`config.mk`:
```
export PLATFORM = sky130hd
export DESIGN_NAME = gated_bus_driver
export DESIGN_NICKNAME = d
export VERILOG_FILES = /design/src/rtl/gated_bus_driver.sv
export SDC_FILE = /design/constraint.sdc
export NUM_CORES = 1
export LEC_CHECK = 0
export CAP_MARGIN = 20
export CORE_ASPECT_RATIO = 1.25
export CORE_MARGIN = 1
export CORE_UTILIZATION = 35
export DETAILED_ROUTE_END_ITERATION = 7
export GPL_ROUTABILITY_DRIVEN = 0
export PLACE_DENSITY_LB_ADDON = 0.15
export SYNTH_ARGS = -nofsm -noshare
export SYNTH_HDL_FRONTEND = slang
export SYNTH_SLANG_ARGS = --single-unit
```
`constraint.sdc`:
```
create_clock -name Clock -period 4.3 [get_ports Clock]
set_input_delay 0.86 -clock Clock [delete_from_list [all_inputs] [get_ports Clock]]
set_output_delay 0.86 -clock Clock [all_outputs]
set_load 0.02 [all_outputs]
```
`src/rtl/gated_bus_driver.sv`:
```
// Transmit side of the 8-bit gated byte bus: byte FIFO feeding a qualifier FSM.
// Optional receiver handshake (WAIT_ACK, timeout, Error) enabled by GATED_BUS_ACK_EN.
module gated_bus_driver #(
    parameter int DEPTH       = 4,
    parameter int HOLD        = 1,
    parameter int ACK_TIMEOUT = 15
) (
    input  logic                     Clock,
    input  logic                     Reset_n,
    input  logic [7:0]               InData,
    input  logic                     InValid,
    output logic                     InReady,
    output logic [7:0]               BusData,
    output logic [2:0]               BusSel,
    input  logic                     BusAck,
    output logic                     Busy,
    output logic [$clog2(DEPTH):0]   Count,
    output logic                     Error
);

    localparam int AW = $clog2(DEPTH);
    localparam int CW = AW + 1;
    localparam logic [3:0] HOLD_L = 4'(HOLD);

    typedef enum logic [1:0] {IDLE, DRIVE, WAIT_ACK, GAP} state_t;

    state_t          state_q, state_d;
    logic [7:0]      mem [DEPTH];
    logic [AW-1:0]   wptr, rptr;
    logic [CW-1:0]   count_d;
    logic [3:0]      hold_q, hold_d;
    logic [7:0]      byte_q;
    logic            push, pop, qual;

    assign push = InValid && InReady;
    assign pop  = (state_q == IDLE) && (Count != '0);
    assign qual = (state_q == DRIVE) || (state_q == WAIT_ACK);

`ifdef GATED_BUS_ACK_EN
    localparam logic [7:0] TMO_L = 8'(ACK_TIMEOUT - 1);
    logic [7:0] tmo_q, tmo_d;
    logic       err_d;
`else
    logic unused_ack;
    assign unused_ack = BusAck;
    assign Error      = 1'b0;
`endif

    always_comb begin
        state_d = state_q;
        hold_d  = hold_q;
`ifdef GATED_BUS_ACK_EN
        tmo_d   = tmo_q;
        err_d   = 1'b0;
`endif
        case ({push, pop})
            2'b10:   count_d = Count + 1'b1;
            2'b01:   count_d = Count - 1'b1;
            default: count_d = Count;
        endcase
        case (state_q)
            IDLE: begin
                if (pop) begin
                    state_d = DRIVE;
                    hold_d  = HOLD_L;
                end
            end
            DRIVE: begin
                hold_d = hold_q - 4'd1;
                if (hold_q == 4'd1) begin
`ifdef GATED_BUS_ACK_EN
                    state_d = WAIT_ACK;
                    tmo_d   = '0;
`else
                    state_d = GAP;
`endif
                end
            end
`ifdef GATED_BUS_ACK_EN
            WAIT_ACK: begin
                if (BusAck) begin
                    state_d = GAP;
                end else if (tmo_q == TMO_L) begin
                    // byte is abandoned on timeout, no retry
                    state_d = GAP;
                    err_d   = 1'b1;
                end else begin
                    tmo_d = tmo_q + 8'd1;
                end
            end
`endif
            GAP:     state_d = IDLE;
            default: state_d = IDLE;
        endcase
    end

    always_ff @(posedge Clock) begin
        if (push) mem[wptr] <= InData;
    end

    // Bus outputs follow the state one cycle late, giving push-to-qualify latency of two edges.
    always_ff @(posedge Clock or negedge Reset_n) begin
        if (!Reset_n) begin
            state_q <= IDLE;
            wptr    <= '0;
            rptr    <= '0;
            Count   <= '0;
            InReady <= 1'b1;
            hold_q  <= '0;
            byte_q  <= '0;
            BusData <= '0;
            BusSel  <= '0;
            Busy    <= 1'b0;
        end else begin
            state_q <= state_d;
            hold_q  <= hold_d;
            Count   <= count_d;
            InReady <= (count_d != CW'(DEPTH));
            Busy    <= (count_d != '0) || (state_d != IDLE);
            if (push) wptr <= wptr + 1'b1;
            if (pop) begin
                rptr   <= rptr + 1'b1;
                byte_q <= mem[rptr];
            end
            BusSel  <= qual ? '1 : '0;
            BusData <= qual ? byte_q : '0;
        end
    end

`ifdef GATED_BUS_ACK_EN
    always_ff @(posedge Clock or negedge Reset_n) begin
        if (!Reset_n) begin
            tmo_q <= '0;
            Error <= 1'b0;
        end else begin
            tmo_q <= tmo_d;
            Error <= err_d;
        end
    end
`endif

endmodule

```
# After elaboration in Yosys (flattened, before gate mapping)
# Memories as Yosys holds them, arrays and structs flattened. A register that Yosys moved wholly into a read port is not among the register bits.
# Cells that the tools add are included.
totals:
  input_bits: 12
  register_bits: 26
  mem_bits_rw: 32
  n_memories: 1
memory_table:
  columns: ["memory", "depth", "width", "rd", "rd_clocked_by_memory_dff", "write_ports", "line", "rtl"]
  rows:
  - ["mem", 4, 8, 1, 1, 1, "28", "logic [7:0] mem [DEPTH];"]
classes:
  add_sub_neg: 5
  muxes: 10
  n_eq_ne: 7
  reduce_logical: 11
op_table:
  columns: ["op", "count"]
  rows:
  - ["$mux W8", 1]
  - ["$pmux W4 S2", 1]
  - ["$pmux W3 S2", 1]
  - ["$reduce_bool A3 Y1", 2]
  - ["$add A2 B1 Y2 const B", 2]
  - ["$eq A2 B1 Y1 const B", 2]
  - ["$eq A2 B2 Y1 const B", 2]
  - ["$eq A4 B1 Y1 const B", 1]
  - ["$mux W2", 2]
  - ["$mux W4", 1]
  - ["$pmux W2 S2", 1]
  - ["$reduce_bool A2 Y1", 2]
  - ["$sub A4 B1 Y4 const B", 1]
  - ["$add A3 B1 Y3 const B", 1]
  - ["$mux W3", 1]
  - ["$ne A3 B3 Y1 const B", 1]
  - ["$sub A3 B1 Y3 const B", 1]
  - ["$logic_and A1 B1 Y1", 2]
  - ["$logic_not A2 Y1", 1]
  - ["$logic_or A1 B1 Y1", 2]
  - ["$mux W1", 2]
  - ["$ne A2 B2 Y1 const B", 1]
  - ["$reduce_and A2 Y1", 1]
  - ["$logic_not A1 Y1", 1]

# Logic depth before layout (Yosys ltp)
# Gate-level depths: netlist of the first run.
depth:
  depth_word: 6
  ltp_mapped: 11

# Worst setup path after synthesis of the first run
# OpenSTA, ideal clock, no wires.
synth_timing:
  kind: "reg-to-reg"
  start: "register state_q[1]"
  end: "register InReady"
  synth_period_minus_slack_ns: 2.439
  t_arrival_ns: 2.362
  stages_incl_launch_ff: 12
  path_slack_ns: 1.861
  required_ns: 4.223
  path_cell_list: "dfrtp_1 inv_1 ha_1 clkbuf_1 nand2_2 inv_1 ha_1 inv_1 fa_1 xor2_1 or3_1 a21bo_2"
synth_between:
  elab_chain_len: 5
synth_rtl:
  columns: ["element", "line", "rtl"]
  rows:
  - ["start: declaration", "27", "state_t state_q, state_d;"]
  - ["start signal: assignment", "115", "state_q <= state_d;"]
  - ["$logic_not A2 Y1 (*)", "36", "assign pop = (state_q == IDLE) && (Count != '0);"]
  - ["$logic_and A1 B1 Y1 (*)", "36", null]
  - ["via pop", "33", "logic push, pop, qual;"]
  - ["$eq A2 B1 Y1 / $eq A2 B2 Y1 (equally long branches)", "56", "case ({push, pop})"]
  - ["$pmux W3 S2 (*)", "56", null]
  - ["$ne A3 B3 Y1 (*)", "118", "InReady <= (count_d != CW'(DEPTH));"]
  - ["end signal: assignment", "118", null]
  - ["end: declaration", "12", "output logic InReady,"]
# Mark *: on every way through the listed nets, which the timed path passes. The rest lies on a longest branch.
# A chain may end at the register's enable or synchronous reset.

# Worst setup path after layout of the first run
# Same ends and word-level chain as after synthesis.

==> results.ini, run 1 <==
[placement]
io_buffers=26
dp_hpwl_um=3050
dp_slack_ns=1.35

[cts]
cts_made_buffers=9
clockRootBuffer=clkbuf_8
holdBufCountCts=0
insertion_delay_ns=0.33
post_cts_resized=0
cts_tree=done
cts_buffer_depth=2
post_cts_buffers=0
htree_levels=3
path_clk_slew_ns=0.07
clock-sinks=64

[global_route]
antenna_found_initial=0
grt_use_met3_pct=3.12
gr-total-overflow=0
grt_use_total_pct=12.8
busiest_layer=met2
grt_pass1_wl_um=7300
grt_pass1_vias=1491
grt_use_met2_pct=19.9
grt_max_degree=33
met1_usage_pct=16.0

[critical_path]
arrival_ns=2.90
critPathCaptureType=flop
worstSetupStartpointType=flop
worstReg2RegEnd=InReady
ff2ff_path_depth=10
crit_required_ns=4.57
reg2reg_from=state_q[1]
ff2ff_setup_slack_ns=1.67
critPathMaxFanout=10
worst-setup-path-type=flop to flop

[logic_synthesis]
async_reset_ff_share_pct=50.0
ys_types=42
postSynthCellCount=171
synth-main-ff-cell=edfxtp_1
ys_warn_count=0
synth.net_count=193
yosysTopAreaCell=edfxtp_1
synth.yosys.seq_area_share_pct=66.3
synth_top_area_share_pct=36.2
syn-cell-area_sq_um=2660
synth-seq-cells=64
synth_edf_count=32
synth.avg_cell_area_sq_um=15.5
synth_area_leaders=edfxtp_1 (36%), dfrtp_1 (29%), mux4_2 (6.8%), ha_1 (4.2%), mux2_2 (3.8%)

[hold_path]
holdPathEnd=BusData[4]
hold_path_depth=1
min_path_type=flop to flop
min_from=byte_q[4]

[die]
die_w_um=79.9
design.die.area_sq_um=7950
fp-row-count=35
die_y_um=99.4
pin_count=29
start_util_pct=36.1
core_area_sq_um=7360

[timing]
maxSlewViolCount=0
period_share_pct=61.1
post-route-min-period_ns=2.63
worstMarginPinSlew_ns=0.595
timing_hold_violations_final=0
fin_ws_ns=1.67
rsz0062_at_grt=no
setup_violations=0
fin_skew_ns=0.00784
fmax_mhz=381
setup-tns-final_ns=0
max-slew-margin-rel_pct=60.3

[finish]
nFillCells=679
ff_latch_area_sq_um=1760
final_common_cell=edfxtp_1
mostFrequentLayoutCells=edfxtp_1 (32), dfrtp_1 (31), clkdlybuf4s50_1 (26)
multi_input_area_sq_um=800
syn2layout_area_growth_pct=20.1
diodes=0
drive_above_1_share_pct=17.1
nets=223

[drt]
dr.first_iter.drc_count=102
post_drt_wl_per_cell_um=14.9
drc_errors=0
drt_first_pass_iters=4
via_count=1456
routed_wirelength_um=4420
via_per_inst=4.90
drtAntennaViolNets=0

[power]
ir_drop_v=0.000296
p_per_area_nw_per_um2=757
p_leak_nw=1.24

[run_status]
status=complete, no violations

[run]
maxCapViolCount=0

## worst max-delay path by stage
stage	start	cells past startpoint	slack (ns)	endpoint
final	state_q[1]	10	1.67	InReady
after global routing	state_q[1]	10	1.47	InReady
after CTS	state_q[1]	10	1.66	InReady
after detailed placement	InValid	8	1.35	InReady
after global placement	InValid	8	1.42	InReady
after floorplan	state_q[1]	11	1.86	InReady
## routing by layer
metal | part of all wire (%) | vias to the layer above
met2 | 49 | 40
met3 | 3.4 | 15
li1 | - | 683
met1 | 45 | 718
met5 | 0 | -
met4 | 2.7 | 0
## cell type report
type / count / share of cell area, %
clock buffers: 10 / 4.00
clock inverters: 5 / 2.27
inverters: 12 / 1.41
multi-input cells: 87 / 25.1
flip-flops and latches: 64 / 55.3
well taps: 92 / 3.61
repair buffers: 27 / 8.39
## Yosys cell counts, types with 2 or more instances
| library cell | number |
|---|---|
| inv_1 | 12 |
| nand3_1 | 2 |
| nor3b_1 | 2 |
| edfxtp_1 | 32 |
| or3_1 | 2 |
| nor3_1 | 3 |
| xnor2_1 | 5 |
| dfrtp_1 | 31 |
| clkbuf_1 | 2 |
| a21oi_1 | 2 |
| mux4_2 | 8 |
| nand2_1 | 7 |
| and3_1 | 4 |
| and2_1 | 8 |
| o21ai_0 | 6 |
| buf_4 | 3 |
| ha_1 | 9 |
| mux2_2 | 9 |
## metrics by stage
step | area, sq um | cells | util, % | hold WS [ns] | power, W
after detailed placement | 2990 | 282 | 40.6 | 0.469 | 0.00191
after CTS | 3190 | 297 | 43.4 | 0.484 | 0.00245
after global routing | 3190 | 297 | 43.4 | 0.506 | 0.00258
after global placement | 2990 | 282 | 40.6 | 0.464 | 0.00185
final | 3190 | 297 | 43.4 | 0.479 | 0.00242
after floorplan | 2660 | 171 | - | 0.447 | 0.00162
## registers in the layout, indices dropped and copies added, names as in the netlist
signal / count
hold_q: 4
rptr: 2
BusSel: 1
state_q: 2
byte_q: 8
wptr: 2
BusData: 8
Busy: 1
Count: 3
InReady: 1
mem: 32
## power breakdown
| part | internal (W) | switching (W) |
|---|---|---|
| clock network | 0.000318 | 0.000211 |
| registers | 0.000856 | 0.000150 |
| logic | 0.000448 | 0.000432 |
## logic make-up after synthesis
kind of cell | after synthesis | share of synthesized area (%)
flip-flops | 64 | 66.3
XOR/XNOR | 6 | 1.98
adder cells (fa/ha/maj) | 10 | 4.99
multiplexers | 17 | 10.6
other | 1 | 0.141
buffers and inverters | 20 | 3.58
AO/OA/AOI/OAI | 17 | 4.57
AND/OR/NAND/NOR | 36 | 7.82
## critical path: stages (launching register included)
cell     delay, ns
dfrtp_1       0.38
inv_1         0.12
ha_1          0.36
nand2_2       0.25
inv_1         0.11
ha_1          0.18
inv_1         0.06
fa_1          0.38
xor2_1        0.16
or3_1         0.35
a21bo_2       0.23
(Power assumes the default switching activity.)
==> inputs of run 2 (changes only) <==
==> constraint.sdc (replaced) <==
create_clock -name Clock -period 2.4 [get_ports Clock]
set_input_delay 0.48 -clock Clock [delete_from_list [all_inputs] [get_ports Clock]]
set_output_delay 0.48 -clock Clock [all_outputs]
set_load 0.02 [all_outputs]
==> results.ini, run 2 (same netlist as run 1, synthesis figures left out) <==
[timing]
post-route-min-period_ns=2.17  ; -0.457 ns
maxSlewViolCount=0  ; unchanged
timing_hold_violations_final=0  ; unchanged
worstMarginPinSlew_ns=0.565  ; -0.0299 ns
max-slew-margin-rel_pct=62.1  ; +1.7 points
fmax_mhz=461  ; +21%
setup_violations=0  ; unchanged
period_share_pct=90.4  ; +29 points
fin_skew_ns=0.0133  ; +0.00550 ns
finalHoldWorstSlack_ns=0.478  ; -0.00159 ns
fin_ws_ns=0.231  ; -1.44 ns
rsz0062_at_grt=no

[drt]
routed_wirelength_um=4700  ; +6.4%
via_per_inst=4.87  ; -0.68%
drt_first_pass_iters=4  ; unchanged
drc_errors=0  ; unchanged
post_drt_wl_per_cell_um=15.4  ; +3.6%
via_count=1485  ; +2.0%
dr.first_iter.drc_count=63  ; -38%
drtAntennaViolNets=0  ; unchanged

[die]
die_y_um=99.4  ; unchanged
design.die.area_sq_um=7950  ; unchanged
pin_count=29  ; unchanged
start_util_pct=36.1  ; unchanged
die_w_um=79.9  ; unchanged
core_area_sq_um=7360  ; unchanged
fp-row-count=35  ; unchanged

[critical_path]
crit_required_ns=2.67  ; -1.90 ns
worst-setup-path-type=flop to flop
arrival_ns=2.44  ; -0.46 ns
critPathMaxFanout=4  ; -6
worstSetupStartpointType=flop
critPathCaptureType=flop

[finish]
mostFrequentLayoutCells=edfxtp_1 (32), dfrtp_1 (29), clkdlybuf4s50_1 (26)
syn2layout_area_growth_pct=22.1
final_common_cell=edfxtp_1
regMostFlops=mem
diodes=0  ; unchanged
nets=230  ; +3.1%
final_core_utilization_pct=44.1  ; +0.75 points
drive_above_1_share_pct=21.1  ; +4.1 points
largest_reg_flops=32  ; unchanged
nFillCells=693  ; +2.1%
reg.largest.list=mem x32, BusData x8, byte_q x8
stdcell_area_sq_um=3250  ; +1.7%

[cts]
cts_tree=done
post_cts_resized=0  ; unchanged
post_cts_buffers=0  ; unchanged
cts_made_buffers=9  ; unchanged
cts_buffer_depth=2  ; unchanged
holdBufCountCts=0  ; unchanged
path_clk_slew_ns=0.07  ; about the same
insertion_delay_ns=0.34  ; about the same
clockRootBuffer=clkbuf_8
htree_levels=3  ; unchanged
clock-sinks=64  ; unchanged

[power]
p_leak_nw=1.28  ; +2.7%
ir_drop_v=0.000399  ; +35%
p_per_area_nw_per_um2=1350  ; +79%

[run]
maxCapViolCount=0  ; unchanged

[global_route]
antenna_found_initial=0  ; unchanged
grt_use_total_pct=14.0  ; +1.2 points
grt_max_degree=33  ; unchanged
gr-total-overflow=0  ; unchanged
grt_pass1_vias=1642  ; +10%
grt_pass1_wl_um=8030  ; +10%

[placement]
dp_slack_ns=-0.00913  ; -1.36 ns
io_buffers=26  ; unchanged
place_area_sq_um=3050  ; +1.8%
dp_hpwl_um=3290  ; +8.0%

[run_status]
status=complete, no violations

[hold_path]
min_path_type=flop to flop

## run 2: cell types whose count changed in the layout (fill, tap and decap cells not counted), sizes merged
cell    delta
buf        +7
clkbuf     +2
bufinv     -1
## run 2: worst max-delay path, cell delays in order (launching register included)
cell and delay [ns]:
dfrtp_1 0.37, inv_1 0.11, ha_1 0.20, nand2_2 0.06, inv_1 0.06, ha_1 0.15
inv_1 0.05, fa_1 0.37, xor2_1 0.16, or3_1 0.35, a21bo_2 0.23
## run 2: final cells by class
class	instances	area (sq um)	share of cell area [%]
Timing Repair Buffer	34	320	9.87
Clock inverter	4	43.8	1.35
Sequential cell	64	1770	54.4
Tap cell	92	115	3.55
Clock buffer	12	156	4.82
Multi-Input combinational cell	87	800	24.6
Inverter	12	45.0	1.39
## run 2: power breakdown
| part | leakage [nW] | total, W | internal (W) | switching, W |
|---|---|---|---|---|
| Clock | 0.103 | 0.000932 | 0.000537 | 0.000396 |
| Sequential | 0.672 | 0.00181 | 0.00154 | 0.000273 |
| Combinational | 0.502 | 0.00165 | 0.000853 | 0.000795 |
## run 2: routing by layer
layer  GRT usage (%)  wire, um  share of wire (%)
met3            3.21       141                3.0
met4            9.62       119                2.5
met1            16.1      1950                 42
met2            23.0      2490                 53
met5               0         0                  0
## run 2: path summary, 6_finish.rpt
kind / startpoint / end / slack, ns / depth (start not counted)
worst max-delay path: state_q[1] / InReady / 0.23 / 10
worst min-delay path: byte_q[2] / BusData[2] / 0.48 / 1
worst max register to register: state_q[1] / InReady / 0.23 / 10
worst min register to register: byte_q[2] / BusData[2] / 0.48 / 1
max in group asynchronous: Reset_n / InReady / 1.53 / 2
min in group asynchronous: Reset_n / Count[0] / 0.54 / 2
## run 2: stage by stage
stage          setup TNS, ns  total power, W  instances
6_report                   0         0.00439        305
5_1_grt                    0         0.00469        305
4_1_cts                    0         0.00446        305
3_5_place_dp        -0.00913         0.00352        289
3_3_place_gp               0         0.00339        289
2_1_floorplan              0         0.00291        171
==> inputs of run 3 (changes only) <==
--- a/config.mk
+++ b/config.mk
@@ -7,7 +7,7 @@
 export LEC_CHECK = 0
 export CAP_MARGIN = 20
 export CORE_ASPECT_RATIO = 1.25
-export CORE_MARGIN = 1
+export CORE_MARGIN = 8
 export CORE_UTILIZATION = 35
 export DETAILED_ROUTE_END_ITERATION = 7
 export GPL_ROUTABILITY_DRIVEN = 0
==> results.ini, run 3 (same netlist as run 1, synthesis figures left out) <==
[critical_path]
path_buf_inv=3  ; unchanged
worstSetupStartpointType=flop
critPathMaxFanout=4  ; unchanged
cpPeakStageDelay_ns=0.37  ; about the same
cpMostUsedCell=inv_1
worstPathCellList=inv_1 -> ha_1 -> nand2_2 -> inv_1 -> ha_1 -> inv_1 -> fa_1 -> xor2_1 -> or3_1 -> a21bo_2
worst-setup-path-type=flop to flop
crit_slowest_cell=dfrtp_1
arrival_ns=2.47  ; +0.03 ns
ff2ff_setup_slack_ns=0.20  ; -0.03 ns
crit_required_ns=2.67  ; about the same
cp_top_family=adder cells
critPathCaptureType=flop

[cts]
cts_tree=done
insertion_delay_ns=0.34  ; about the same
htree_levels=3  ; unchanged
clockRootBuffer=clkbuf_8
post_cts_buffers=0  ; unchanged
cts_buffer_depth=2  ; unchanged
post_cts_resized=0  ; unchanged
cts_made_buffers=9  ; unchanged
path_clk_slew_ns=0.07  ; about the same
holdBufCountCts=0  ; unchanged
clock-sinks=64  ; unchanged

[global_route]
antenna_found_initial=0  ; unchanged
gr-total-overflow=0  ; unchanged
met1_usage_pct=10.6  ; -5.4 points
grt_use_total_pct=9.90  ; -4.1 points
grt_use_met3_pct=3.35  ; +0.14 points
grt_max_degree=33  ; unchanged
grt_pass1_wl_um=7980  ; -0.68%
grt_use_met2_pct=16.4  ; -6.6 points
grt_pass1_vias=1605  ; -2.3%
busiest_layer=met2

[die]
pin_count=29  ; unchanged
core_area_sq_um=7360  ; unchanged
design.die.area_sq_um=10700  ; +34%
die_w_um=93.9  ; +18%
start_util_pct=36.1  ; unchanged
fp-row-count=35  ; unchanged
die_y_um=113  ; +14%

[timing]
timing_hold_violations_final=0  ; unchanged
max-slew-margin-rel_pct=60.7  ; -1.3 points
fin_ws_ns=0.201  ; -0.0292 ns
post-route-min-period_ns=2.20  ; +0.0292 ns
period_share_pct=91.6  ; +1.2 points
fmax_mhz=455  ; -1.3%
maxSlewViolCount=0  ; unchanged
worstMarginPinSlew_ns=0.589  ; +0.0242 ns
rsz0062_at_grt=no
fin_skew_ns=0.00888  ; -0.00446 ns
setup_violations=0  ; unchanged

[power]
p_clk_share_pct=20.5  ; -0.7 points
pwr-share-seq_pct=41.1  ; about the same
internal_power_w=0.00288  ; -1.7%
p_sw_w=0.00147  ; +0.69%
power_w=0.00435  ; -0.93%
p_leak_nw=1.27  ; -0.38%
p_per_area_nw_per_um2=1340  ; -1.0%
ir_drop_v=0.000435  ; +9.0%
switching_share_pct=33.9  ; +0.55 points
comb_power_share_pct=38.4  ; +0.9 points

[drt]
drc_errors=0  ; unchanged
dr.first_iter.drc_count=44  ; -30%
via_count=1449  ; -2.4%
via_per_inst=4.74  ; -2.7%
post_drt_wl_per_cell_um=15.5  ; +0.50%
drtAntennaViolNets=0  ; unchanged
drt_first_pass_iters=4  ; unchanged
routed_wirelength_um=4740  ; +0.83%

[hold_path]
min_path_type=flop to flop

[run_status]
status=complete, no violations

[placement]
io_buffers=26  ; unchanged
dp_slack_ns=-0.0147  ; -0.00561 ns
dp_hpwl_um=3340  ; +1.3%

[finish]
final_common_cell=edfxtp_1
drive_above_1_share_pct=22.4  ; +1.3 points
reg.largest.list=mem x32, BusData x8, byte_q x8
nets=231  ; +0.43%
nFillCells=680  ; -1.9%
final_core_utilization_pct=44.1  ; about the same
largest_reg_flops=32  ; unchanged
regMostFlops=mem
diodes=0  ; unchanged
syn2layout_area_growth_pct=22.2  ; about the same
mostFrequentLayoutCells=edfxtp_1 (32), dfrtp_1 (29), clkdlybuf4s50_1 (26)

[run]
maxCapViolCount=0  ; unchanged

run 3: final cells by class:
cell class	count	area (sq um)	share of cell area, %
repair buffers	35	328	10.1
flip-flops and latches	64	1770	54.4
clock inverters	7	71.3	2.20
clock buffers	9	124	3.81
inverters	12	45.0	1.39
multi-input cells	87	800	24.6
well taps	92	115	3.54
run 3: routing by layer:
layer / up-vias / routed length (um)
li1: 703 / -
met1: 700 / 1970
met2: 38 / 2460
met3: 8 / 220
met4: 0 / 98
met5: - / 0
run 3: through the flow:
stage          std cells  setup TNS (ns)  cell area (sq um)  hold slack [ns]
6_report             306               0               3250            0.481
5_1_grt              306               0               3250            0.500
4_1_cts              306               0               3250            0.485
3_5_place_dp         290         -0.0147               3050            0.469
3_3_place_gp         290               0               3050            0.464
2_1_floorplan        171               0               2660            0.184
run 3: worst paths after layout:
| kind | startpoint | end | depth (start not counted) |
|---|---|---|---|
| setup / recovery | state_q[1] | InReady | 10 |
| hold / removal | byte_q[4] | BusData[4] | 1 |
| setup reg to reg | state_q[1] | InReady | 10 |
| hold reg to reg | byte_q[4] | BusData[4] | 1 |
| max in group asynchronous | Reset_n | InReady | 2 |
| min in group asynchronous | Reset_n | hold_q[1] | 2 |
run 3: power groups by stage:
stage	Clock [W]	Combinational [W]	Sequential, W
2_1_floorplan	0	0.00108	0.00183
3_3_place_gp	0	0.00162	0.00180
3_5_place_dp	0	0.00169	0.00182
4_1_cts	0.000925	0.00170	0.00180
5_1_grt	0.000984	0.00185	0.00185
6_report	0.000892	0.00167	0.00179
run 3: worst reg2reg max path: stages, from the launching register on:
cell and delay (ns):
dfrtp_1 0.37, inv_1 0.12, ha_1 0.21, nand2_2 0.07, inv_1 0.06, ha_1 0.15
inv_1 0.06, fa_1 0.37, xor2_1 0.16, or3_1 0.35, a21bo_2 0.23
